<file path="src/rtl/icblbc_results_reader.sv">
// ICBLBC results reader: once a dump is started, streams a header word holding
// the codeword count, then every stored codeword read from the results RAM,
// over a valid/ready handshake. A 2-entry skid FIFO absorbs the one-cycle RAM
// read latency, so the sink can stall at any time without losing data.
module icblbc_results_reader #(
  parameter int                ADDR_W    = 8,
  parameter int                DATA_W    = 8,
  parameter logic [ADDR_W-1:0] BASE_ADDR = '0
) (
  input  logic              clock,
  input  logic              reset_n,
  input  logic              start,
  input  logic [ADDR_W-1:0] result_count,
  output logic [ADDR_W-1:0] ram_addr,
  output logic              ram_rd,
  input  logic [DATA_W-1:0] ram_q,
  output logic [DATA_W-1:0] out_data,
  output logic              out_valid,
  input  logic              out_ready,
  output logic              out_last,
  output logic              busy,
  output logic              done
);

  typedef enum logic [1:0] {ST_IDLE, ST_HEADER, ST_STREAM, ST_DONE} state_t;

  state_t            state;
  logic [ADDR_W-1:0] cnt;
  logic [ADDR_W:0]   issued;
  logic [ADDR_W:0]   accepted;
  logic              vld_p1;
  logic [1:0]        occ;
  logic              wr_ptr;
  logic              rd_ptr;
  logic [DATA_W-1:0] fifo_mem [2];

  logic       pop;
  logic       last_data;
  logic [1:0] pending;
  logic       room;

  // A slot is free when buffered plus in-flight words leave space; a
  // same-cycle pop counts as space so the stream runs at full rate.
  always_comb begin
    pop       = (state == ST_STREAM) && (occ != 2'd0) && out_ready;
    last_data = ((accepted + (ADDR_W+1)'(1)) == {1'b0, cnt});
    pending   = occ + 2'(vld_p1);
    room      = (pending < 2'd2) || pop;
    ram_rd    = 1'b0;
    case (state)
      ST_IDLE:   ram_rd = start && (result_count != '0);
      ST_HEADER,
      ST_STREAM: ram_rd = (issued < {1'b0, cnt}) && room;
      default:   ram_rd = 1'b0;
    endcase
  end

  // Stream outputs are decoded from registered state only, so they stay
  // stable while the sink stalls and clear as soon as reset asserts.
  always_comb begin
    out_data  = '0;
    out_valid = 1'b0;
    out_last  = 1'b0;
    case (state)
      ST_HEADER: begin
        out_data  = DATA_W'(cnt);
        out_valid = 1'b1;
        out_last  = (cnt == '0);
      end
      ST_STREAM: begin
        out_data  = fifo_mem[rd_ptr];
        out_valid = (occ != 2'd0);
        out_last  = (occ != 2'd0) && last_data;
      end
      default: ;
    endcase
    busy = (state == ST_HEADER) || (state == ST_STREAM);
    done = (state == ST_DONE);
  end

  // Control: FSM, read address/counters and FIFO bookkeeping.
  always_ff @(posedge clock or negedge reset_n) begin
    if (!reset_n) begin
      state    <= ST_IDLE;
      cnt      <= '0;
      issued   <= '0;
      accepted <= '0;
      vld_p1   <= 1'b0;
      occ      <= 2'd0;
      wr_ptr   <= 1'b0;
      rd_ptr   <= 1'b0;
      ram_addr <= BASE_ADDR;
    end else begin
      // ---- p1: RAM data returns one cycle after the read strobe ----
      vld_p1 <= ram_rd;
      if (ram_rd) begin
        ram_addr <= ram_addr + ADDR_W'(1);
        issued   <= issued + (ADDR_W+1)'(1);
      end
      if (vld_p1) wr_ptr <= ~wr_ptr;
      if (pop) begin
        rd_ptr   <= ~rd_ptr;
        accepted <= accepted + (ADDR_W+1)'(1);
      end
      occ <= occ + 2'(vld_p1) - 2'(pop);
      case (state)
        ST_IDLE: begin
          if (start) begin
            cnt   <= result_count;
            state <= ST_HEADER;
          end
        end
        ST_HEADER: begin
          if (out_ready) state <= (cnt == '0) ? ST_DONE : ST_STREAM;
        end
        ST_STREAM: begin
          if (pop && last_data) state <= ST_DONE;
        end
        ST_DONE: begin
          state    <= ST_IDLE;
          issued   <= '0;
          accepted <= '0;
          ram_addr <= BASE_ADDR;
        end
        default: state <= ST_IDLE;
      endcase
    end
  end

  // Data: skid FIFO storage, written with the returning RAM word.
  always_ff @(posedge clock) begin
    if (vld_p1) fifo_mem[wr_ptr] <= ram_q;
  end

endmodule

</file>
<file path="config.mk">
export PLATFORM = sky130hd
export DESIGN_NAME = icblbc_results_reader
export DESIGN_NICKNAME = d
export VERILOG_FILES = /design/src/rtl/icblbc_results_reader.sv
export SDC_FILE = /design/constraint.sdc
export NUM_CORES = 1
export LEC_CHECK = 0
export CORE_ASPECT_RATIO = 0.7
export CORE_UTILIZATION = 50
export DETAILED_ROUTE_END_ITERATION = 10
export HOLD_SLACK_MARGIN = 0.05
export PLACE_DENSITY = 0.76
export SLEW_MARGIN = 20
export SYNTH_ARGS = -nofsm -noshare
export SYNTH_HDL_FRONTEND = slang
export SYNTH_SLANG_ARGS = --single-unit
</file>
<file path="constraint.sdc">
create_clock -name clock -period 2.5 [get_ports clock]
set_input_delay 0.25 -clock clock [delete_from_list [all_inputs] [get_ports clock]]
set_output_delay 0.25 -clock clock [all_outputs]
set_load 0.005 [all_outputs]
</file>
# Word-level counts from Yosys, hierarchy flattened
# Memories as Yosys holds them, arrays and structs flattened.
# Cells that the tools add are included.
[classes] addsub=5 order_cmp=2 eq_ne=7 mux=17 bitwise_logic=2 n_reduce_logical=17
[op_table] operator="two-way mux 9 bit" n=4
[op_table] operator="adder 9 x 1 -> 9 bit, second input constant" n=2
[op_table] operator="two-way mux 8 bit" n=2
[op_table] operator="case mux 8 bit (2 select lines)" n=1
[op_table] operator="equality test 9 x 8 -> 1 bit" n=1
[op_table] operator="less-than comparator 9 x 8 -> 1 bit" n=1
[op_table] operator="adder 8 x 1 -> 8 bit, second input constant" n=1
[op_table] operator="logical NOT 8 bit" n=1
[op_table] operator="case mux 2 bit (4 select lines)" n=1
[op_table] operator="nonzero test 8 bit" n=1
[op_table] operator="logical AND 1 bit" n=6
[op_table] operator="two-way mux 2 bit" n=3
[op_table] operator="case mux 1 bit (2 select lines)" n=3
[op_table] operator="nonzero test 2 bit" n=3
[op_table] operator="equality test 2 bit, second input constant" n=2
[op_table] operator="!= test 2 bit, second input constant" n=2
[op_table] operator="two-way mux 1 bit" n=3
[op_table] operator="AND reduction 3 bit" n=1
[op_table] operator="adder 2 x 1 -> 2 bit" n=1
[op_table] operator="equality test 2 x 1 -> 1 bit, second input constant" n=1
[op_table] operator="logical NOT 2 bit" n=1
[op_table] operator="logical OR 1 bit" n=2
[op_table] operator="less-than comparator 2 bit, second input constant" n=1
[op_table] operator="!= test 2 x 1 -> 1 bit, second input constant" n=1
[op_table] operator="4 further kinds" n=5
[word_totals] register_bits=41 ram_bits=16 in_bits=20 output_inout_bits=21 word_cells=60 n_memories=1
[mem_list] memory="fifo_mem" words=2 word_bits=8 rd=1 rd_clocked_by_memory_dff=0 wr=1 line_no="35" source="logic [DATA_W-1:0] fifo_mem [2];"

# Depth between registers and ports, before layout
# Gate-level depths: netlist of run 1.
[logic_depth] ltp_word=8 depth_mapped=10 depth_no_buf=8

# Worst setup path after synthesis of run 1
# Ideal clock, no wire load.
[synth_timing] kind="register to register" startpoint="reg state[0]" endpoint="reg ram_addr[1]" setup_time_ps=132 arrival_ps=2216 required_ps=2368 slack_ps=152 stages_incl_launch_ff=11 path_buffers=2 period_less_slack_ps=2348 cell_sequence="dfrtp_1 > inv_1 > ha_1 > nand2_1 > a21oi_1 > a41oi_1 > a21o_1 > clkbuf_1 > buf_1 > mux2i_1 > nor2_1"
[synth_via] elab_chain_len=7 word_cells_on_any_way=12 cone_classes="3 x eq/ne; 2 x mux; 7 x reduce/logical"
[synth_rtl] item="start, declared" line_no="27" source="state_t state;"
[synth_rtl] item="start signal, assigned" line_no="114" source="if (out_ready) state <= (cnt == '0) ? ST_DONE : ST_STREAM;"
[synth_rtl] item="equality test 2 bit" line_no="45, 50"
[synth_rtl] item="logical AND 1 bit (2 in a row)" line_no="45" source="pop = (state == ST_STREAM) && (occ != 2'd0) && out_ready;"
[synth_rtl] item="logical OR 1 bit" line_no="48" source="room = (pending < 2'd2) || pop;"
[synth_rtl] item="logical AND 1 bit" line_no="53" source="ST_STREAM: ram_rd = (issued < {1'b0, cnt}) && room;"
[synth_rtl] item="case mux 1 bit (2 select lines)" line_no="50" source="case (state)"
[synth_rtl] item="nonzero test 2 bit (no source line)"
[synth_rtl] item="end signal, assigned" line_no="97" source="ram_addr <= ram_addr + ADDR_W'(1);"
[synth_rtl] item="end, declared" line_no="14" source="output logic [ADDR_W-1:0] ram_addr,"
# Parallel ways exist; a longest one is shown, timed or not.
# A chain may end at the register's enable or synchronous reset.

# Final worst setup path of run 1
[layout_timing] startpoint="reg accepted[0]" endpoint="out out_last"
[layout_via] elab_chain_len=4
[layout_rtl] item="start, declared" line_no="30" source="logic [ADDR_W:0] accepted;"
[layout_rtl] item="start signal, assigned" line_no="103" source="accepted <= accepted + (ADDR_W+1)'(1);"
[layout_rtl] item="adder 9 x 1 -> 9 bit" line_no="46" source="last_data = ((accepted + (ADDR_W+1)'(1)) == {1'b0, cnt});"
[layout_rtl] item="equality test 9 x 8 -> 1 bit" line_no="46"
[layout_rtl] item="logical AND 1 bit" line_no="73" source="out_last = (occ != 2'd0) && last_data;"
[layout_rtl] item="case mux 1 bit (2 select lines)" line_no="64" source="case (state)"
[layout_rtl] item="end, declared" line_no="20" source="output logic out_last,"
# Every way passes these cells.

==> results of run 1 <==
[per-stage QoR]
step           hold slack [ps]  power, mW  worst slack [ps]
2_1_floorplan           -45.59      2.742             152.3
3_3_place_gp             454.8      3.714            -155.8
3_5_place_dp             460.0      3.804            -233.6
4_1_cts                  86.08      4.701            -146.0
5_1_grt                  131.2      5.088            -209.8
6_report                 53.69      4.815            -93.16
[worst paths after layout]
path | start | end | slack, ps | depth (start not counted)
setup / recovery | accepted[0] | out_last | -90 | 8
hold / removal | reset_n | rd_ptr | 50 | 1
setup reg to reg | accepted[0] | state[0] | 70 | 9
hold reg to reg | wr_ptr | wr_ptr | 490 | 1
max in group asynchronous | reset_n | cnt[5] | 1750 | 1
min in group clock | ram_q[4] | fifo_mem[1][4] | 490 | 1
[synth_stat cells, drive strengths merged (2+ instances only)]
cell type	instances	area share
dfrtp	41	0.33
a21oi	19	0.030
inv	18	0.022
ha	17	0.068
mux2	17	0.061
nor2	17	0.020
edfxtp	16	0.15
nand2	16	0.020
xnor2	16	0.045
nand3	12	0.019
o21ai	12	0.019
nor2b	11	0.022
or3	11	0.022
xor2	10	0.028
a22oi	9	0.022
clkbuf	7	0.0084
nor3	5	0.0080
or4	5	0.014
nor4	4	0.0080
a2111oi	3	0.014
a21o	3	0.0072
buf	3	0.0036
o21a	3	0.0072
o31ai	3	0.0072
a31oi	2	0.0040
and4	2	0.0056
mux2i	2	0.0064
nand4	2	0.0040
[per-layer routing]
metal	track usage	vias to the layer above	routed length (µm)
met1	0.3689	1279	3768
met5	0	-	0
li1	-	1237	-
met2	0.4146	69	3565
met4	0.08272	0	132
met3	0.06222	12	481
[critical path, cell delays in order, from the launching register on]
cell	delay (ps)
dfrtp_1	380
ha_1	320
xnor2_1	150
nand2_1	70
or4_4	490
a2111oi_4	220
a21oi_1	110
nor2b_1	140
buf_2	140
[timing repair]
item,in CTS,in global routing
pin swaps,5,4
setup buffers,9,2
resized for setup,16,9
setup endpoints to repair,2,10
hold endpoints to repair,0,0
[placed cells by master (no fill, tap or decap), types with 4 or more instances in the layout]
cell type and instances:
a21oi_1 17, a22oi_1 8, buf_4 47, clkbuf_8 9
clkdlybuf4s50_1 37, clkinv_2 4, dfrtp_1 38, edfxtp_1 16
ha_1 16, inv_1 16, mux2_2 16, nand2_1 15
nand3_1 11, nor2_1 16, nor2b_1 11, nor3_1 5
nor4_1 4, o21ai_0 11, or3_1 11, xnor2_1 16
xor2_1 10
[power by group through the flow]
stage / clock, mW / sequential, mW / combinational (mW)
after floorplan: 0 / 1.42 / 1.32
after global routing: 0.771 / 1.48 / 2.84
after detailed placement: 0 / 1.48 / 2.32
final: 0.712 / 1.46 / 2.64
after CTS: 0.728 / 1.44 / 2.53
after global placement: 0 / 1.48 / 2.24
[registers in the layout, indices dropped and copies added (netlist names)]
signal	flops
cnt	8
ram_addr	8
rd_ptr	1
state	2
accepted	9
issued	9
vld_p1	1
wr_ptr	1
fifo_mem	16
occ	2
[logic make-up after synthesis]
group                    count (synthesis)
adder cells (fa/ha/maj)                 17
flip-flops                              57
AND/OR/NAND/NOR                         88
buffers and inverters                   28
XOR/XNOR                                26
multiplexers                            19
AO/OA/AOI/OAI                           59
[final cells by class]
type / instances / area (µm²) / share of cell area
flip-flops and latches: 57 / 1510 / 0.3644
clock buffers: 11 / 131.4 / 0.03170
repair buffers: 88 / 749.5 / 0.1809
multi-input cells: 209 / 1568 / 0.3783
well taps: 75 / 93.84 / 0.02264
clock inverters: 5 / 23.77 / 0.005737
inverters: 18 / 67.56 / 0.01630
==> results.py, run 1 <==
metrics = {
    "global_route": {
        "grt_pass1_wl_um": 12450,
        "antenna_found_initial": 0,
        "overflow": 0,
        "grt_pass1_vias": 2421,
        "grt_start_max_net_pins": 42,
        "grt_util_all_layers": 0.2656,
    },
    "cells_and_area": {
        "fin_util": 0.7059,
        "drive_above_1_share": 0.2526,
        "fin_nets": 420,
        "final_cells": 463,
        "syn2layout_area_growth_pct": 32.64,
        "diodes": 0,
        "fin_area_um2": 4144,
        "fillCellCount": 451,
    },
    "synthesis": {
        "synth_compound_area_frac": 0.1249,
        "synthArstFlopShare": 0.7193,
        "ys_warn_count": 0,
        "ys_seq_elements": 57,
        "seq_area_frac_synth": 0.4822,
        "synth_top_family_by_area": "simple AND/OR/NAND/NOR gates",
        "synth_area_um2": 3124,
        "synthXorXnorAreaFrac": 0.07289,
        "synth_cells": 294,
        "yosys.area_share.simple": 0.1506,
        "muxShareOfSynthArea": 0.06768,
        "avgSynthCellArea_um2": 10.63,
        "synth_cell_type_count": 40,
        "syn_nets": 331,
        "synth_edf_count": 16,
        "synth_ff_type": "dfrtp_1",
        "synth_fa_ha_area_frac": 0.06808,
    },
    "routing": {
        "drtIter0Drc": 194,
        "wirelength_um": 7947,
        "vias": 2597,
        "avgRoutedWirePerCell_um": 17.16,
        "drtPass1Iterations": 4,
        "via_per_inst": 5.609,
        "ant_nets": 0,
        "drc": 0,
    },
    "floorplanning": {
        "pin_count": 41,
        "dieArea_um2": 6574,
        "die_w_um": 96.48,
        "start_util": 0.5322,
        "core-area_um2": 5871,
        "rows": 23,
        "die_height_um": 68.14,
    },
    "clock_network": {
        "clk-insertion-delay-late_ps": 340,
        "clk_pin_slew_worst_paths_ps": 70,
        "htree_num_levels": 3,
        "cts_buffers": 9,
        "clock_sinks": 57,
        "cts_tree": "built",
        "hold_buffers": 0,
        "cts-root-buf": "clkbuf_8",
        "clockBufferDepth": 2,
    },
    "status": {
        "outcome": "complete, but fails checks",
        "violations": "setup timing",
    },
    "power_and_ir_drop": {
        "seq_power_share": 0.304,
        "powerDensity_nw_per_um2": 1162,
        "combPwrFrac": 0.549,
        "irDropWorstVdd_uv": 742.1,
        "power.switching_mw": 1.888,
        "cellInternalPower_mw": 2.927,
        "p_clk_frac": 0.148,
        "p_sw_frac": 0.3921,
        "p_leak_nw": 1.742,
    },
    "timing": {
        "finalHoldViolations": 0,
        "final.setup.worst_slack_ps": -93.16,
        "max_freq_mhz": 385.6,
        "tightest_slew_ps": 974.0,
        "relSlewSlack": 0.3507,
        "skew_ps": 12.13,
        "rsz0062_at_grt": "yes",
        "min_period_ps": 2593,
        "finalSetupViolCount": 1,
        "maxSlewViolCount": 0,
        "setup-tns-final_ps": -93.16,
        "period_share": 1.037,
    },
    "hold_path": {
        "hp-class": "input port to asynchronous set/reset pin",
    },
    "critical_path": {
        "critPathArrivalTime_ps": 2340,
        "critPathKind": "register to output port",
        "critical_path_required_ps": 2250,
        "cp-end-kind": "output port",
        "cp_max_fo": 2,
        "start_kind": "register",
    },
    "job": {
        "cap_violations": 0,
    },
    "placed_design": {
        "dp_cells": 437,
        "dpl_cell_area_um2": 3861,
        "portBuffers": 40,
        "dp_hpwl_um": 5634,
        "finalWeightedCongestion": 0.8724,
    },
}
No activity file was read; power rests on OpenSTA's default activity.
==> inputs of run 2 (changes only) <==
--- a/config.mk
+++ b/config.mk
@@ -6,10 +6,10 @@
 export NUM_CORES = 1
 export LEC_CHECK = 0
 export CORE_ASPECT_RATIO = 0.7
-export CORE_UTILIZATION = 50
+export CORE_UTILIZATION = 59
 export DETAILED_ROUTE_END_ITERATION = 10
 export HOLD_SLACK_MARGIN = 0.05
-export PLACE_DENSITY = 0.76
+export PLACE_DENSITY = 0.85
 export SLEW_MARGIN = 20
 export SYNTH_ARGS = -nofsm -noshare
 export SYNTH_HDL_FRONTEND = slang
==> constraint.sdc (replaced) <==
create_clock -name clock -period 3.25 [get_ports clock]
set_input_delay 0.325 -clock clock [delete_from_list [all_inputs] [get_ports clock]]
set_output_delay 0.325 -clock clock [all_outputs]
set_load 0.005 [all_outputs]
==> results.py, run 2 (synthesis gave the netlist of run 1 again) <==
metrics = {
    "power_and_ir_drop": {
        "combPwrFrac": 0.473,
        "p_clk_frac": 0.176,
        "p_sw_frac": 0.4023,
        "powerDensity_nw_per_um2": 880.3,
        "irDropWorstVdd_uv": 800.6,
        "power.switching_mw": 1.360,
        "p_leak_nw": 1.546,
        "cellInternalPower_mw": 2.020,
        "seq_power_share": 0.351,
    },
    "placed_design": {
        "post-place-ws_ps": 354.1,
        "dp_hpwl_um": 5274,
        "portBuffers": 40,
        "finalWeightedCongestion": 0.8064,
        "dpl_cell_area_um2": 3613,
    },
    "job": {
        "cap_violations": 0,
    },
    "hold_path": {
        "hp-class": "input port to asynchronous set/reset pin",
    },
    "critical_path": {
        "setup.worst_path.end": "out_last",
        "cpLargestDelayFamily": "simple AND/OR/NAND/NOR gates",
        "cp_slowest_cell": "or4_4",
        "critPathBufInv": 1,
        "rr_worst_depth": 8,
        "start_kind": "register",
        "critPathKind": "register to output port",
        "worst-path-stages": 7,
        "path_cells": "nand3_2 > o21a_1 > or4_4 > a2111oi_4 > a21oi_1 > nor2b_1 > clkdlybuf4s50_1",
        "cp_max_fo": 4,
        "r2r_start": "state[0]",
        "r2r_end": "state[1]",
        "critPathArrivalTime_ps": 2860,
        "critical_path_required_ps": 2920,
        "rrSetupSlack_ps": 600,
        "critPathMaxStageDelay_ps": 540,
        "cp-end-kind": "output port",
        "startpoint": "accepted[0]",
    },
    "timing": {
        "skew_ps": 11.53,
        "finalSetupViolCount": 0,
        "maxSlewViolCount": 0,
        "period_share": 0.9804,
        "min_period_ps": 3186,
        "finalHoldViolations": 0,
        "final.setup.worst_slack_ps": 63.66,
        "setup-tns-final_ps": 0,
        "max_freq_mhz": 313.8,
        "relSlewSlack": 0.3787,
        "tightest_slew_ps": 931.9,
    },
    "floorplanning": {
        "rows": 21,
        "start_util": 0.6325,
        "core-area_um2": 4940,
        "pin_count": 41,
        "die_height_um": 62.88,
        "die_w_um": 88.98,
        "dieArea_um2": 5595,
    },
    "routing": {
        "ant_nets": 0,
        "drtIter0Drc": 192,
        "drc": 0,
        "wirelength_um": 7501,
        "avgRoutedWirePerCell_um": 17.90,
        "vias": 2545,
        "drtPass1Iterations": 5,
        "via_per_inst": 6.074,
    },
    "clock_network": {
        "htree_num_levels": 3,
        "clock_sinks": 57,
        "cts_tree": "built",
        "clockBufferDepth": 2,
        "cts_buffers": 9,
        "clk-insertion-delay-late_ps": 350,
        "cts-root-buf": "clkbuf_8",
        "hold_buffers": 0,
        "clk_pin_slew_worst_paths_ps": 70,
    },
    "cells_and_area": {
        "syn2layout_area_growth_pct": 22.91,
        "final_cell_mix": "clkdlybuf4s50_1 (39), dfrtp_1 (37), a21oi_1 (19)",
        "diodes": 0,
        "largest_reg_flops": 16,
        "fin_area_um2": 3840,
        "fin_util": 0.7774,
        "drive_above_1_share": 0.1514,
        "fillCellCount": 324,
        "fin_nets": 382,
        "mostFrequentLayoutCell": "clkdlybuf4s50_1",
        "top_register": "fifo_mem",
        "largestRegisters": "fifo_mem (16), accepted (9), issued (9)",
    },
    "global_route": {
        "grt_start_max_net_pins": 42,
        "grt_pass1_vias": 2473,
        "use_met2": 0.4365,
        "grt_util_all_layers": 0.2933,
        "use_met3": 0.09511,
        "overflow": 0,
        "antenna_found_initial": 0,
        "grt.busiest_layer": "met2",
        "grt_util_met1": 0.3912,
        "grt_pass1_wl_um": 12000,
    },
    "status": {
        "outcome": "complete, no violations",
    },
}
## run 2: cell type report
type | instances | area [µm²] | area share
Tap cell | 69 | 86.33 | 0.02248
Clock inverter | 5 | 31.28 | 0.008146
Clock buffer | 11 | 141.4 | 0.03682
Timing Repair Buffer | 50 | 470.5 | 0.1225
Multi-Input combinational cell | 209 | 1531 | 0.3988
Sequential cell | 57 | 1511 | 0.3936
Inverter | 18 | 67.56 | 0.01760
## run 2: what timing repair did
action,in CTS,in global routing
pin swaps,0,1
setup endpoints to repair,1,1
setup buffers,2,2
gates resized for setup,0,7
## run 2: worst min path at each step
stage	end	slack, ps	cells past startpoint
after floorplan	accepted[0]	30	0
after global placement	wr_ptr	470	1
after detailed placement	wr_ptr	470	1
after CTS	accepted[5]	140	1
after global routing	ram_addr[5]	190	1
final	accepted[5]	110	1
## run 2: power groups by stage
stage          logic (mW)  clock network (mW)  registers, mW
2_1_floorplan        1.02                   0           1.09
3_3_place_gp         1.48                   0           1.16
3_5_place_dp         1.54                   0           1.18
4_1_cts              1.58               0.600           1.16
5_1_grt              1.76               0.632           1.20
6_report             1.60               0.594           1.19
## run 2: routing by layer
layer / vias up / wire length, µm
li1: 1168 / -
met1: 1241 / 3337
met2: 118 / 3492
met3: 18 / 530
met4: 0 / 140
met5: - / 0
## run 2: worst register-to-register path, cell delays in order (launching register included)
cell     delay (ps)
dfrtp_1         430
inv_1           140
ha_1            260
buf_4           190
o21a_1          160
nand2_1         340
inv_1           280
a31oi_1         360
mux2_1          370
## run 2: through the flow
stage          std cells  hold slack, ps  total power, mW
6_report             419           108.2            3.380
5_1_grt              419           192.4            3.592
4_1_cts              417           141.3            3.338
3_5_place_dp         399           470.7            2.720
3_3_place_gp         399           469.5            2.640
2_1_floorplan        294           29.41            2.109
